$ cat src/rtl/mtm_alu_pkg.sv
// ============================================================================
// Module : mtm_alu_pkg
// Brief  : Shared types and helpers for the MTM ALU serial link.
//          MTM_ALU_SER_IDLE_GAP_EN adds the GAP state to ser_state_t.
// Rev    : 1.0  initial release
// ============================================================================
`default_nettype none

package mtm_alu_pkg;

    localparam logic FRAME_DATA  = 1'b0;
    localparam logic FRAME_CTL   = 1'b1;
    localparam int   FRAME_LEN   = 11;
    localparam int   CRC_IN_BITS = 37;

    typedef enum logic [1:0] {
        IDLE = 2'd0,
        SEND = 2'd1
`ifdef MTM_ALU_SER_IDLE_GAP_EN
        ,
        GAP  = 2'd2
`endif
    } ser_state_t;

    // CRC-3, x^3+x+1, zero seed, MSB first
    function automatic logic [2:0] crc3(input logic [CRC_IN_BITS-1:0] data);
        logic [2:0] crc;
        logic       fb;
        crc = 3'd0;
        for (int i = CRC_IN_BITS - 1; i >= 0; i--) begin
            fb  = crc[2] ^ data[i];
            crc = {crc[1], crc[0] ^ fb, fb};
        end
        return crc;
    endfunction

endpackage

`default_nettype wire

$ cat src/rtl/mtm_alu_serializer_crc3.sv
// ============================================================================
// Module : mtm_alu_crc3
// Brief  : Combinational CRC-3 over the 37-bit {C, 1'b0, flags} word.
// Rev    : 1.0  initial release
// ============================================================================
`default_nettype none

module mtm_alu_crc3
    import mtm_alu_pkg::*;
(
    input  logic [CRC_IN_BITS-1:0] data,
    output logic [2:0]             crc
);

    assign crc = crc3(data);

endmodule

`default_nettype wire

$ cat src/rtl/mtm_alu_serializer.sv
// ============================================================================
// Module : mtm_alu_serializer
// Brief  : Framed bit-serial transmitter for MTM ALU results and error reports.
//          Define MTM_ALU_SER_IDLE_GAP_EN to insert one idle bit between frames.
// Rev    : 1.0  initial release
// ============================================================================
`default_nettype none

module mtm_alu_serializer
    import mtm_alu_pkg::*;
#(
    parameter int BYTE_BITS  = 8,
    parameter int DATA_BYTES = 4
) (
    input  logic                            clk,
    input  logic                            reset_n,
    input  logic                            res_valid,
    output logic                            res_ready,
    input  logic [DATA_BYTES*BYTE_BITS-1:0] C,
    input  logic [3:0]                      flags,
    input  logic                            err,
    input  logic [5:0]                      err_flags,
    output logic                            sout,
    output logic                            busy
);

    localparam logic [2:0] CTL_FRAME_IDX = 3'(DATA_BYTES);
    localparam logic [3:0] LAST_BIT      = 4'(FRAME_LEN - 1);

    ser_state_t                      state_q, state_d;
    logic [2:0]                      byte_cnt_q, byte_cnt_d;
    logic [3:0]                      bit_cnt_q, bit_cnt_d;
    logic [DATA_BYTES*BYTE_BITS-1:0] c_q, c_d;
    logic [3:0]                      flags_q, flags_d;
    logic                            err_q, err_d;
    logic [5:0]                      err_flags_q, err_flags_d;
    logic [2:0]                      crc_q, crc_d;
    logic                            sout_q, sout_d;
    logic                            res_ready_q, res_ready_d;
    logic                            busy_q, busy_d;

    logic [2:0]           w_crc;
    logic                 w_type;
    logic [BYTE_BITS-1:0] w_payload;
    logic [FRAME_LEN-1:0] w_frame;
    logic [3:0]           w_next_idx;
    logic [2:0]           w_last_frame;

    mtm_alu_crc3 u_crc3 (
        .data ({C, 1'b0, flags}),
        .crc  (w_crc)
    );

    always_comb begin
        w_type    = FRAME_DATA;
        w_payload = BYTE_BITS'(c_q >> (BYTE_BITS * (DATA_BYTES - 1 - int'(byte_cnt_q))));
        if (err_q) begin
            // trailing bit evens out the ones count of the payload
            w_type    = FRAME_CTL;
            w_payload = {1'b1, err_flags_q, ^{1'b1, err_flags_q}};
        end else if (byte_cnt_q == CTL_FRAME_IDX) begin
            w_type    = FRAME_CTL;
            w_payload = {1'b0, flags_q, crc_q};
        end
    end

    assign w_frame      = {1'b0, w_type, w_payload, 1'b1};
    assign w_next_idx   = 4'(FRAME_LEN - 2) - bit_cnt_q;
    assign w_last_frame = err_q ? 3'd0 : CTL_FRAME_IDX;

    // sout_d is the bit for the next cycle, so the start bit lands right after the transfer edge
    always_comb begin
        state_d     = state_q;
        byte_cnt_d  = byte_cnt_q;
        bit_cnt_d   = bit_cnt_q;
        c_d         = c_q;
        flags_d     = flags_q;
        err_d       = err_q;
        err_flags_d = err_flags_q;
        crc_d       = crc_q;
        sout_d      = sout_q;
        res_ready_d = res_ready_q;
        busy_d      = busy_q;
        case (state_q)
            IDLE: begin
                if (res_valid && res_ready_q) begin
                    state_d     = SEND;
                    byte_cnt_d  = 3'd0;
                    bit_cnt_d   = 4'd0;
                    c_d         = C;
                    flags_d     = flags;
                    err_d       = err;
                    err_flags_d = err_flags;
                    crc_d       = w_crc;
                    sout_d      = 1'b0;
                    res_ready_d = 1'b0;
                    busy_d      = 1'b1;
                end
            end
            SEND: begin
                if (bit_cnt_q != LAST_BIT) begin
                    bit_cnt_d = bit_cnt_q + 4'd1;
                    sout_d    = w_frame[w_next_idx];
                end else if (byte_cnt_q == w_last_frame) begin
                    state_d     = IDLE;
                    byte_cnt_d  = 3'd0;
                    bit_cnt_d   = 4'd0;
                    sout_d      = 1'b1;
                    res_ready_d = 1'b1;
                    busy_d      = 1'b0;
                end else begin
`ifdef MTM_ALU_SER_IDLE_GAP_EN
                    state_d = GAP;
                    sout_d  = 1'b1;
`else
                    byte_cnt_d = byte_cnt_q + 3'd1;
                    bit_cnt_d  = 4'd0;
                    sout_d     = 1'b0;
`endif
                end
            end
`ifdef MTM_ALU_SER_IDLE_GAP_EN
            GAP: begin
                state_d    = SEND;
                byte_cnt_d = byte_cnt_q + 3'd1;
                bit_cnt_d  = 4'd0;
                sout_d     = 1'b0;
            end
`endif
            default: begin
                state_d = IDLE;
            end
        endcase
    end

    always_ff @(posedge clk or negedge reset_n) begin
        if (!reset_n) begin
            state_q     <= IDLE;
            byte_cnt_q  <= 3'd0;
            bit_cnt_q   <= 4'd0;
            c_q         <= '0;
            flags_q     <= 4'd0;
            err_q       <= 1'b0;
            err_flags_q <= 6'd0;
            crc_q       <= 3'd0;
            sout_q      <= 1'b1;
            res_ready_q <= 1'b1;
            busy_q      <= 1'b0;
        end else begin
            state_q     <= state_d;
            byte_cnt_q  <= byte_cnt_d;
            bit_cnt_q   <= bit_cnt_d;
            c_q         <= c_d;
            flags_q     <= flags_d;
            err_q       <= err_d;
            err_flags_q <= err_flags_d;
            crc_q       <= crc_d;
            sout_q      <= sout_d;
            res_ready_q <= res_ready_d;
            busy_q      <= busy_d;
        end
    end

    assign sout      = sout_q;
    assign res_ready = res_ready_q;
    assign busy      = busy_q;

endmodule

`default_nettype wire

$ cat config.mk
export PLATFORM = sky130hd
export DESIGN_NAME = mtm_alu_serializer
export DESIGN_NICKNAME = d
export VERILOG_FILES = /design/src/rtl/mtm_alu_pkg.sv /design/src/rtl/mtm_alu_serializer_crc3.sv /design/src/rtl/mtm_alu_serializer.sv
export SDC_FILE = /design/constraint.sdc
export NUM_CORES = 1
export LEC_CHECK = 0
export ABC_AREA = 1
export CORE_MARGIN = 1
export CORE_UTILIZATION = 50
export CTS_BUF_LIST = sky130_fd_sc_hd__clkbuf_16
export DETAILED_ROUTE_END_ITERATION = 12
export GPL_TIMING_DRIVEN = 0
export PLACE_DENSITY_LB_ADDON = 0.08
export SYNTH_ARGS = -nofsm -noshare
export SYNTH_HDL_FRONTEND = slang
export SYNTH_SLANG_ARGS = --single-unit
$ cat constraint.sdc
create_clock -name clk -period 3.35 [get_ports clk]
set_input_delay 0.67 -clock clk [delete_from_list [all_inputs] [get_ports clk]]
set_output_delay 0.67 -clock clk [all_outputs]
set_load 0.01 [all_outputs]
==> reports/metrics.yaml, run 1 <==
status: "complete, but fails checks"
antenna_found_initial: 0
numCtsBuffers: 5
ys_seq_area_frac: 0.361
wl_per_cell_um: 15.9
rows: 31
setup_violations: 3
slew_viol_final: 0
track_usage: 0.283
grt_first_pass_wirelength_mm: 18.8
synth_compound_area_frac: 0.112
post-place-ws_ns: -1.07
place_hpwl_mm: 7.57
drive_gt1_frac: 0.340
first_global_vias: 4094
fin_nets: 718
syn_inst: 578
multi_input_area_um2: 2980
regArea_um2: 1400
total_power_mw: 5.53
via_count: 4203
initial_core_util: 0.528
dr.pass1.iters: 4
tightest_slew_ns: 0.602
worst-path-max-fanout: 5
synth_area_per_cell_um2: 6.73
holdCritPathClass: "in2async"
max_stage_delay_ns: 0.17
dieArea_um2: 8130
synth_top_family_by_area: "simple AND/OR/NAND/NOR gates"
rsz0062_at_grt: "yes"
worst_path_most_repeated_cell: "nand2_2"
setup_tns_ns: -1.31
drc: 0
routed_wirelength_mm: 12.1
reg2reg_from: "byte_cnt_q[0]$_DFFE_PN0P_"
fillers: 503
fin_ws_ns: -0.494
r2r-end: "sout$_DFFE_PN1P_"
io_buffers: 48
skew_ns: 0.00475
finalCritPeriodShare: 1.15
drt_iter0_markers: 276
layout_min_cycle_time_ns: 3.84
ys_types: 28
io_pins: 49
clkTransAtPathRegs_ns: 0.07
ys.flop_type: "dfrtp_1"
max_freq_mhz: 260
reg2reg_depth: 14
synthesis.area_um2: 3890
powerDensity_nw_per_um2: 964
synth_top_area_share: 0.348
synthSimpleGateAreaFrac: 0.383
path_class: "in2reg"
drv_cap: 0
ys_top_cells_by_count: "nand2_1 (204), nand3_1 (65), o21ai_0 (55)"
cts_tree: "done"
critical_path_arrival_ns: 4.03
ys_async_sr_fraction: 1.00
p_leak_nw: 2.85
synth_mux_area_frac: 0
violations: "negative setup slack"
overflow: 0
cts_buffer_depth: 2
cts_sinks: 56
ys_ff_latch: 56
hold_viol: 0
dpl_cell_area_um2: 4550
postLayoutCellArea_um2: 5740
cpMaxStageDelayCell: "nand3b_1"
htreeDepth: 2
synthTopCellsByArea: "dfrtp_1 (35%), nand2_1 (20%), nand3_1 (8.4%)"
ir_drop_mv: 0.752
synth_adder_area_share: 0.0193
yosysWarnings: 0
reg2reg_slack_ns: 0.60
synth_xor_area_frac: 0.0492
fp.dieH_um: 90.2
clockRootBuffer: "clkbuf_16"
die_x_um: 90.2
clock_latency_ns: 0.29
cp_data_required_time_ns: 3.53
relSlewSlack: 0.598
startpoint_type: "input port"
core_area_um2: 7370
area_growth_pct: 47.6
synth_edf_count: 0
ant_nets: 0
synth_fp_nets: 630
viasPerCell: 5.49
grt_max_degree: 32
gp_congestion: 0.898
end_kind: "register"
diodes: 0
yosysMostFrequentCell: "nand2_1"
hold_buffers: 0
yosysTopAreaCell: "dfrtp_1"
worst max path at each step:
stage	startpoint	endpoint	cells after the start
3_5_place_dp	C[31]	crc_q[1]$_DFFE_PN0P_	37
2_1_floorplan	C[29]	crc_q[1]$_DFFE_PN0P_	36
3_3_place_gp	C[31]	crc_q[1]$_DFFE_PN0P_	37
6_report	C[31]	crc_q[1]$_DFFE_PN0P_	36
5_1_grt	C[31]	crc_q[1]$_DFFE_PN0P_	37
4_1_cts	C[31]	crc_q[1]$_DFFE_PN0P_	42
what timing repair did:
action	CTS	global route
resized for setup	142	103
pin swaps	69	53
endpoints found under the setup margin	3	4
setup buffers	34	1
power by group:
| group | internal [mW] | switching (mW) | total (mW) | leakage, nW |
|---|---|---|---|---|
| clock network | 0.349 | 0.235 | 0.585 | 0.0850 |
| registers | 1.02 | 0.258 | 1.28 | 0.698 |
| logic | 1.39 | 2.28 | 3.67 | 2.07 |
cell families (layout without fill, tap and decap cells):
logic type      Yosys count  count (layout)
simple gates            337             337
fa+ha+maj                 6               6
xor+xnor                 21              21
compound gates           80              80
buf+inv                  78             167
flops                    56              56
cell usage in the layout, fill, tap and decap left out, drive strengths merged:
master	n
dfrtp	54
a21oi	6
nand4	1
nor2	30
bufinv	1
o22ai	8
buf	43
clkdlybuf4s15	2
nand2	231
clkdlybuf4s50	34
dlygate4sd2	3
o32ai	1
o211ai	3
a211oi	1
nand3b	4
dfstp	2
inv	61
ha	6
a311oi	2
xor2	11
xnor2	10
nand3	71
clkbuf	19
clkinv	4
o21ai	56
a31oi	3
metrics by stage:
| stage | util | hold WS, ns | cells |
|---|---|---|---|
| 2_1_floorplan | - | 0.374 | 578 |
| 3_3_place_gp | 0.616 | 0.457 | 725 |
| 3_5_place_dp | 0.618 | 0.461 | 726 |
| 4_1_cts | 0.722 | 0.394 | 768 |
| 5_1_grt | 0.778 | 0.432 | 766 |
| 6_report | 0.778 | 0.382 | 766 |
flip-flops by register name, indices dropped and copies added, names as in the netlist:
| signal | cells |
|---|---|
| c_q | 32 |
| err_flags_q | 6 |
| bit_cnt_q | 4 |
| flags_q | 4 |
| byte_cnt_q | 3 |
| crc_q | 3 |
| busy | 1 |
| err_q | 1 |
| res_ready | 1 |
| sout | 1 |
layout make-up:
| cell class | count | share of cell area |
|---|---|---|
| repair buffers | 81 | 0.132 |
| clock inverters | 3 | 0.00676 |
| clock buffers | 5 | 0.0218 |
| multi-input cells | 444 | 0.519 |
| plain buffers | 15 | 0.00981 |
| flip-flops and latches | 56 | 0.245 |
| inverters | 63 | 0.0447 |
| well taps | 99 | 0.0216 |
critical path: cells and delay by family:
kind                   cells  cell delay [ns]
buffers and inverters      4             0.34
and+or+nand+nor           32             2.99
routing by layer:
| metal | up-vias | global-route usage | wire length [um] | share of wire |
|---|---|---|---|---|
| met3 | 26 | 0.0279 | 402 | 0.033 |
| li1 | 2036 | - | - | - |
| met5 | - | 0 | 0 | 0 |
| met2 | 120 | 0.521 | 6480 | 0.53 |
| met1 | 2021 | 0.353 | 5000 | 0.41 |
| met4 | 0 | 0.0712 | 254 | 0.021 |
Note: power is estimated with default switching activity, not from simulation.
==> inputs of run 2 (changes only) <==
--- a/config.mk
+++ b/config.mk
@@ -14,4 +14,5 @@
 export PLACE_DENSITY_LB_ADDON = 0.08
 export SYNTH_ARGS = -nofsm -noshare
 export SYNTH_HDL_FRONTEND = slang
+export SYNTH_HIERARCHICAL = 1
 export SYNTH_SLANG_ARGS = --single-unit
==> run 2 against run 1 <==
Compared with the run above: the run still ends with negative setup slack left; combinational power shrank 3%; via count increased by 5.5%; worst hold slack got worse by 0.039 ns; first-iteration DRC count decreased by 13%; utilization shrank 11 points; sequential share of layout area down 0.37 points; critical endpoint is now crc_q[0]$_DFFE_PN0P_; highest routed layer unchanged; critical path depth is 8 higher.
==> reports/metrics.yaml, run 2 <==
finalCritPeriodShare: 1.36  # was 1.15
p_leak_nw: 3.06  # was 2.85 nW
switchingPower_mw: 2.57  # was 2.78 mW
yosysMostFrequentCell: "nand2_1"  # unchanged
p_sw_frac: 0.539  # was 0.502
synthTopCellsByArea: "dfrtp_1 (30%), nand2_1 (23%), nand2_2 (9.0%)"  # was dfrtp_1 (35%), nand2_1 (20%), nand3_1 (8.4%)
hold_viol: 0  # unchanged
holdCritPathClass: "in2async"  # unchanged
seqPwrFrac: 0.142  # was 0.231
via_count: 4434  # was 4203
end_kind: "register"  # unchanged
relSlewSlack: 0.651  # was 0.598
die_x_um: 97.0  # was 90.2 um
setup_tns_ns: -3.50  # was -1.31 ns
status: "complete, but fails checks"  # unchanged
largest_reg_flops: 32  # unchanged
initial_core_util: 0.518  # was 0.528
ys_ff_latch: 56  # unchanged
rsz0062_at_grt: "yes"  # unchanged
final_common_cell: "nand2_1"  # unchanged
overflow: 0  # unchanged
top_regs: "c_q x32, err_flags_q x6"  # unchanged
ant_nets: 0  # unchanged
p_comb_frac: 0.745  # was 0.664
layout_min_cycle_time_ns: 4.55  # was 3.84 ns
drv_cap: 0  # unchanged
ys.flop_type: "dfrtp_1"  # unchanged
postLayoutCellArea_um2: 5830  # was 5740 um2
first_global_vias: 4332  # was 4094
grt_first_pass_wirelength_mm: 19.2  # was 18.8 mm
viasPerCell: 5.08  # was 5.49
worst-path-max-fanout: 5  # unchanged
startpoint_type: "input port"  # unchanged
dieArea_um2: 9410  # was 8130 um2
layout_common_cells: "nand2_1 (227), nand2_2 (87), inv_1 (62), dfrtp_1 (54), nand3_1 (52)"  # was nand2_1 (124), nand2_2 (62), o21ai_0 (54), dfrtp_1 (54), nand2_4 (41)
drt_iter0_markers: 241  # was 276
synth_edf_count: 0  # unchanged
tightest_slew_ns: 0.523  # was 0.602 ns
fin_nets: 816  # was 718
regArea_um2: 1400  # unchanged
grt_max_degree: 35  # was 32
drive_gt1_frac: 0.301  # was 0.340
syn_inst: 706  # was 578
total_power_mw: 4.77  # was 5.53 mW
ys_types: 31  # was 28
max_freq_mhz: 220  # was 260 MHz
reg2reg_from: "byte_cnt_q[0]$_DFFE_PN0P_"  # unchanged
clockRootBuffer: "clkbuf_16"  # unchanged
yosysWarnings: 6  # was 0
internal_power_mw: 2.20  # was 2.75 mW
cpMaxStageDelayCell: "xnor2_4"  # was nand3b_1
ys_seq_area_frac: 0.311  # was 0.361
ys_top_cells_by_count: "nand2_1 (278), nand3_1 (76), inv_1 (71)"  # was nand2_1 (204), nand3_1 (65), o21ai_0 (55)
place_hpwl_mm: 8.26  # was 7.57 mm
setup_violations: 3  # unchanged
cp_data_required_time_ns: 3.54  # was 3.53 ns
ir_drop_mv: 1.37  # was 0.752 mV
clkTransAtPathRegs_ns: 0.07  # about the same
dr.pass1.iters: 4  # unchanged
io_buffers: 48  # unchanged
dpl_cell_area_um2: 5160  # was 4550 um2
track_usage: 0.243  # was 0.283
path_class: "in2reg"  # unchanged
reg2reg_slack_ns: 1.36  # was 0.60 ns
slew_viol_final: 0  # unchanged
fp.dieH_um: 97.0  # was 90.2 um
hold_slack_ns: 0.343  # was 0.382 ns
core_area_um2: 8720  # was 7370 um2
wl_per_cell_um: 12.7  # was 15.9 um
drc: 0  # unchanged
io_pins: 49  # unchanged
synthesis.area_um2: 4510  # was 3890 um2
fin_ws_ns: -1.20  # was -0.494 ns
diodes: 0  # unchanged
max_stage_delay_ns: 0.24  # was 0.17 ns
regMostFlops: "c_q"  # unchanged
multi_input_area_um2: 3130  # was 2980 um2
clock_latency_ns: 0.30  # was 0.29 ns
area_growth_pct: 29.0  # was 47.6%
pwr-share-clk: 0.113  # was 0.106
fillers: 772  # was 503
gp_congestion: 0.884  # was 0.898
synth_area_per_cell_um2: 6.39  # was 6.73 um2
yosysTopAreaCell: "dfrtp_1"  # unchanged
reg2reg_depth: 18  # was 14
numCtsBuffers: 5  # unchanged
cts_tree: "done"  # unchanged
r2r-end: "sout$_DFFE_PN1P_"  # unchanged
skew_ns: 0.00727  # was 0.00475 ns
violations: "negative setup slack"  # unchanged
worst_path_most_repeated_cell: "nand2_2"  # unchanged
cts_buffer_depth: 2  # unchanged
powerDensity_nw_per_um2: 819  # was 964 nW/um2
ys_async_sr_fraction: 1.00  # unchanged
antenna_found_initial: 0  # unchanged
critical_path_arrival_ns: 4.74  # was 4.03 ns
rows: 34  # was 31
routed_wirelength_mm: 11.1  # was 12.1 mm
synth_top_area_share: 0.299  # was 0.348
cts_sinks: 56  # unchanged
htreeDepth: 2  # unchanged
run 2: timing repair:
| item | in CTS | in global routing |
|---|---|---|
| hold endpoints to repair | 0 | 0 |
| endpoints found under the setup margin | 3 | 3 |
| buffers inserted | 0 | 1 |
| hold buffers | 0 | 0 |
| pin swaps | 32 | 30 |
| resized for setup | 114 | 55 |
run 2: area by class of cell:
class | count | area share
buffer | 15 | 0.0170
clock buffer | 5 | 0.0215
clock inverter | 3 | 0.00451
inverter | 98 | 0.0662
multi-input combinational | 538 | 0.538
sequential | 56 | 0.241
tap | 108 | 0.0232
timing repair buffer | 50 | 0.0887
run 2: stage by stage:
| stage | util | std cells | setup WS [ns] |
|---|---|---|---|
| 2_1_floorplan | - | 707 | -0.679 |
| 3_3_place_gp | 0.590 | 863 | -1.70 |
| 3_5_place_dp | 0.592 | 864 | -1.93 |
| 4_1_cts | 0.642 | 872 | -0.963 |
| 5_1_grt | 0.668 | 873 | -1.53 |
| 6_report | 0.668 | 873 | -1.20 |
run 2: logic make-up after synthesis:
logic type      count (synthesis)  share of synthesized area
simple gates                  471                      0.488
flops                          56                      0.311
xor+xnor                       11                     0.0213
other cells                     1                   0.000831
fa+ha+maj                       6                     0.0166
buf+inv                       113                      0.104
compound gates                 48                     0.0576
run 2: worst max path at each step:
stage | cells past startpoint | slack (ns) | end | from
floorplan | 46 | -0.68 | crc_q[2]$_DFFE_PN0P_ | C[29]
global placement | 48 | -1.70 | crc_q[0]$_DFFE_PN0P_ | C[31]
detailed placement | 48 | -1.93 | crc_q[0]$_DFFE_PN0P_ | C[31]
CTS | 45 | -0.96 | crc_q[0]$_DFFE_PN0P_ | C[26]
global route | 44 | -1.53 | crc_q[0]$_DFFE_PN0P_ | C[30]
finish | 44 | -1.20 | crc_q[0]$_DFFE_PN0P_ | C[30]
run 2: per-layer routing:
| metal | routed length (um) | vias up | GRT usage |
|---|---|---|---|
| met5 | 0 | - | 0 |
| met4 | 89 | 0 | 0.0643 |
| met3 | 409 | 10 | 0.0354 |
| met2 | 5330 | 87 | 0.411 |
| met1 | 5240 | 2022 | 0.327 |
| li1 | - | 2315 | - |
run 2: power groups by stage:
stage               clock (mW)  sequential (mW)  combinational (mW)
global placement             0            0.689                2.95
floorplan                    0            0.689                2.58
finish                   0.540            0.675                3.55
detailed placement           0            0.689                3.06
CTS                      0.552            0.675                3.32
global route             0.572            0.675                3.99
run 2: critical path: cells and delay by family:
kind	cells	cell delay, ns
simple gates	37	3.39
buf+inv	6	0.43
xor+xnor	1	0.24
==> inputs of run 3 (changes only) <==
--- a/config.mk
+++ b/config.mk
@@ -7,8 +7,7 @@
 export LEC_CHECK = 0
 export ABC_AREA = 1
 export CORE_MARGIN = 1
-export CORE_UTILIZATION = 50
-export CTS_BUF_LIST = sky130_fd_sc_hd__clkbuf_16
+export CORE_UTILIZATION = 40
 export DETAILED_ROUTE_END_ITERATION = 12
 export GPL_TIMING_DRIVEN = 0
 export PLACE_DENSITY_LB_ADDON = 0.08
==> run 3 against run 2 <==
Compared with the run above: the run still ends with negative setup slack left; die area rose by 24%; power increased by 5.7%; routed wire length up 3.1%; utilization down 13 points; highest routed layer unchanged.
==> reports/metrics.yaml, run 3 (synthesized netlist as in run 2, its figures left out) <==
fin_nets: 818  # was 816
antenna_found_initial: 0  # unchanged
io_buffers: 48  # unchanged
path_delay_family: "simple AND/OR/NAND/NOR gates"  # unchanged
fin_ws_ns: -1.12  # was -1.20 ns
dpl_cell_area_um2: 5200  # was 5160 um2
max_freq_mhz: 224  # was 220 MHz
htreeDepth: 2  # unchanged
p_leak_nw: 3.10  # was 3.06 nW
status: "complete, but fails checks"  # unchanged
grt_first_pass_wirelength_mm: 19.3  # was 19.2 mm
grt_max_degree: 39  # was 35
max_stage_delay_ns: 0.17  # was 0.24 ns
post-route-util: 0.541  # was 0.668
fillers: 1104  # was 772
clock_latency_ns: 0.30  # about the same
post-place-ws_ns: -1.87  # was -1.93 ns
drive_gt1_frac: 0.304  # was 0.301
io_pins: 49  # unchanged
place_hpwl_mm: 8.58  # was 8.26 mm
layout_min_cycle_time_ns: 4.47  # was 4.55 ns
top_regs: "c_q x32, err_flags_q x6"  # unchanged
track_usage: 0.206  # was 0.243
hold_viol: 0  # unchanged
path_class: "in2reg"  # unchanged
powerDensity_nw_per_um2: 852  # was 819 nW/um2
startpoint_type: "input port"  # unchanged
worst-path-max-fanout: 5  # unchanged
cpMaxStageDelayCell: "nand3b_1"  # was xnor2_4
overflow: 0  # unchanged
via_count: 4402  # was 4434
ant_nets: 0  # unchanged
violations: "negative setup slack"  # unchanged
critical_path_arrival_ns: 4.66  # was 4.74 ns
cts_sinks: 56  # unchanged
numCtsBuffers: 5  # unchanged
dr.pass1.iters: 5  # was 4
regMostFlops: "c_q"  # unchanged
total_power_mw: 5.04  # was 4.77 mW
final_common_cell: "nand2_1"  # unchanged
end_kind: "register"  # unchanged
area_growth_pct: 31.1  # was 29.0%
cp_num_buf_inv: 6  # unchanged
initial_core_util: 0.413  # was 0.518
die_x_um: 108  # was 97.0 um
routed_wirelength_mm: 11.4  # was 11.1 mm
drc: 0  # unchanged
worst_path_most_repeated_cell: "nand2_2"  # unchanged
rsz0062_at_grt: "yes"  # unchanged
largest_reg_flops: 32  # unchanged
diodes: 0  # unchanged
tightest_slew_ns: 0.525  # was 0.523 ns
fp.dieH_um: 108  # was 97.0 um
wl_per_cell_um: 12.6  # was 12.7 um
slew_viol_final: 0  # unchanged
cts_tree: "done"  # unchanged
dieArea_um2: 11700  # was 9410 um2
setup_violations: 3  # unchanged
gp_congestion: 0.857  # was 0.884
first_global_vias: 4263  # was 4332
drv_cap: 0  # unchanged
holdCritPathClass: "in2async"  # unchanged
core_area_um2: 10900  # was 8720 um2
viasPerCell: 4.85  # was 5.08
clockRootBuffer: "clkbuf_16"  # unchanged
relSlewSlack: 0.650  # was 0.651
skew_ns: 0.00654  # was 0.00727 ns
drt_iter0_markers: 203  # was 241
ir_drop_mv: 1.18  # was 1.37 mV
layout_common_cells: "nand2_1 (223), nand2_2 (87), inv_1 (63), nand3_1 (54), dfrtp_1 (54)"  # was nand2_1 (227), nand2_2 (87), inv_1 (62), dfrtp_1 (54), nand3_1 (52)
postLayoutCellArea_um2: 5920  # was 5830 um2
cts_buffer_depth: 2  # unchanged
clkTransAtPathRegs_ns: 0.07  # about the same
setup_tns_ns: -3.26  # was -3.50 ns
rows: 38  # was 34
cp_data_required_time_ns: 3.54  # about the same
finalCritPeriodShare: 1.33  # was 1.36
==> run 3: layout make-up <==
cell class / count / area, um2 / share of cell area
Sequential cell: 56 / 1400 / 0.237
Inverter: 98 / 385 / 0.0651
Multi-Input combinational cell: 538 / 3160 / 0.535
Clock inverter: 3 / 46.3 / 0.00782
Tap cell: 140 / 175 / 0.0296
Buffer: 15 / 98.8 / 0.0167
Timing Repair Buffer: 52 / 520 / 0.0879
Clock buffer: 5 / 125 / 0.0211
==> run 3: where the power goes <==
group | internal, mW | switching [mW]
Clock | 0.356 | 0.254
Combinational | 1.34 | 2.42
Sequential | 0.675 | 0
==> run 3: timing repair <==
| action | 4_1_cts | 5_1_grt |
|---|---|---|
| hold endpoints to repair | 0 | 0 |
| setup buffers | 2 | 1 |
| endpoints found under the setup margin | 3 | 3 |
| resized for setup | 112 | 64 |
| hold buffers | 0 | 0 |
| pin swaps | 39 | 44 |
| cloned | 0 | 0 |
==> run 3: metrics by stage <==
| step | hold slack (ns) | cells |
|---|---|---|
| 5_1_grt | 0.354 | 907 |
| 4_1_cts | 0.341 | 906 |
| 3_5_place_dp | 0.464 | 896 |
| 3_3_place_gp | 0.459 | 895 |
| 6_report | 0.322 | 907 |
| 2_1_floorplan | 0.374 | 707 |
==> run 3: path summary, 6_finish.rpt <==
kind	slack [ns]	start	endpoint	cells after the start
max reg2reg	1.33	byte_cnt_q[0]$_DFFE_PN0P_	sout$_DFFE_PN1P_	16
min reg2reg	0.48	flags_q[2]$_DFFE_PN0P_	flags_q[2]$_DFFE_PN0P_	2
max	-1.12	C[30]	crc_q[0]$_DFFE_PN0P_	46
max in group asynchronous	2.41	reset_n	res_ready$_DFFE_PN1P_	2
min in group clk	0.48	flags_q[2]$_DFFE_PN0P_	flags_q[2]$_DFFE_PN0P_	2
min	0.32	reset_n	c_q[29]$_DFFE_PN0P_	1
==> run 3: per-layer routing <==
metal  share of wire  vias to the layer above  global-route usage
met5               0                        -                   0
met4           0.012                        0              0.0372
met3           0.031                       10              0.0205
met2            0.47                       77               0.357
met1            0.48                     2018               0.278
li1                -                     2297                   -
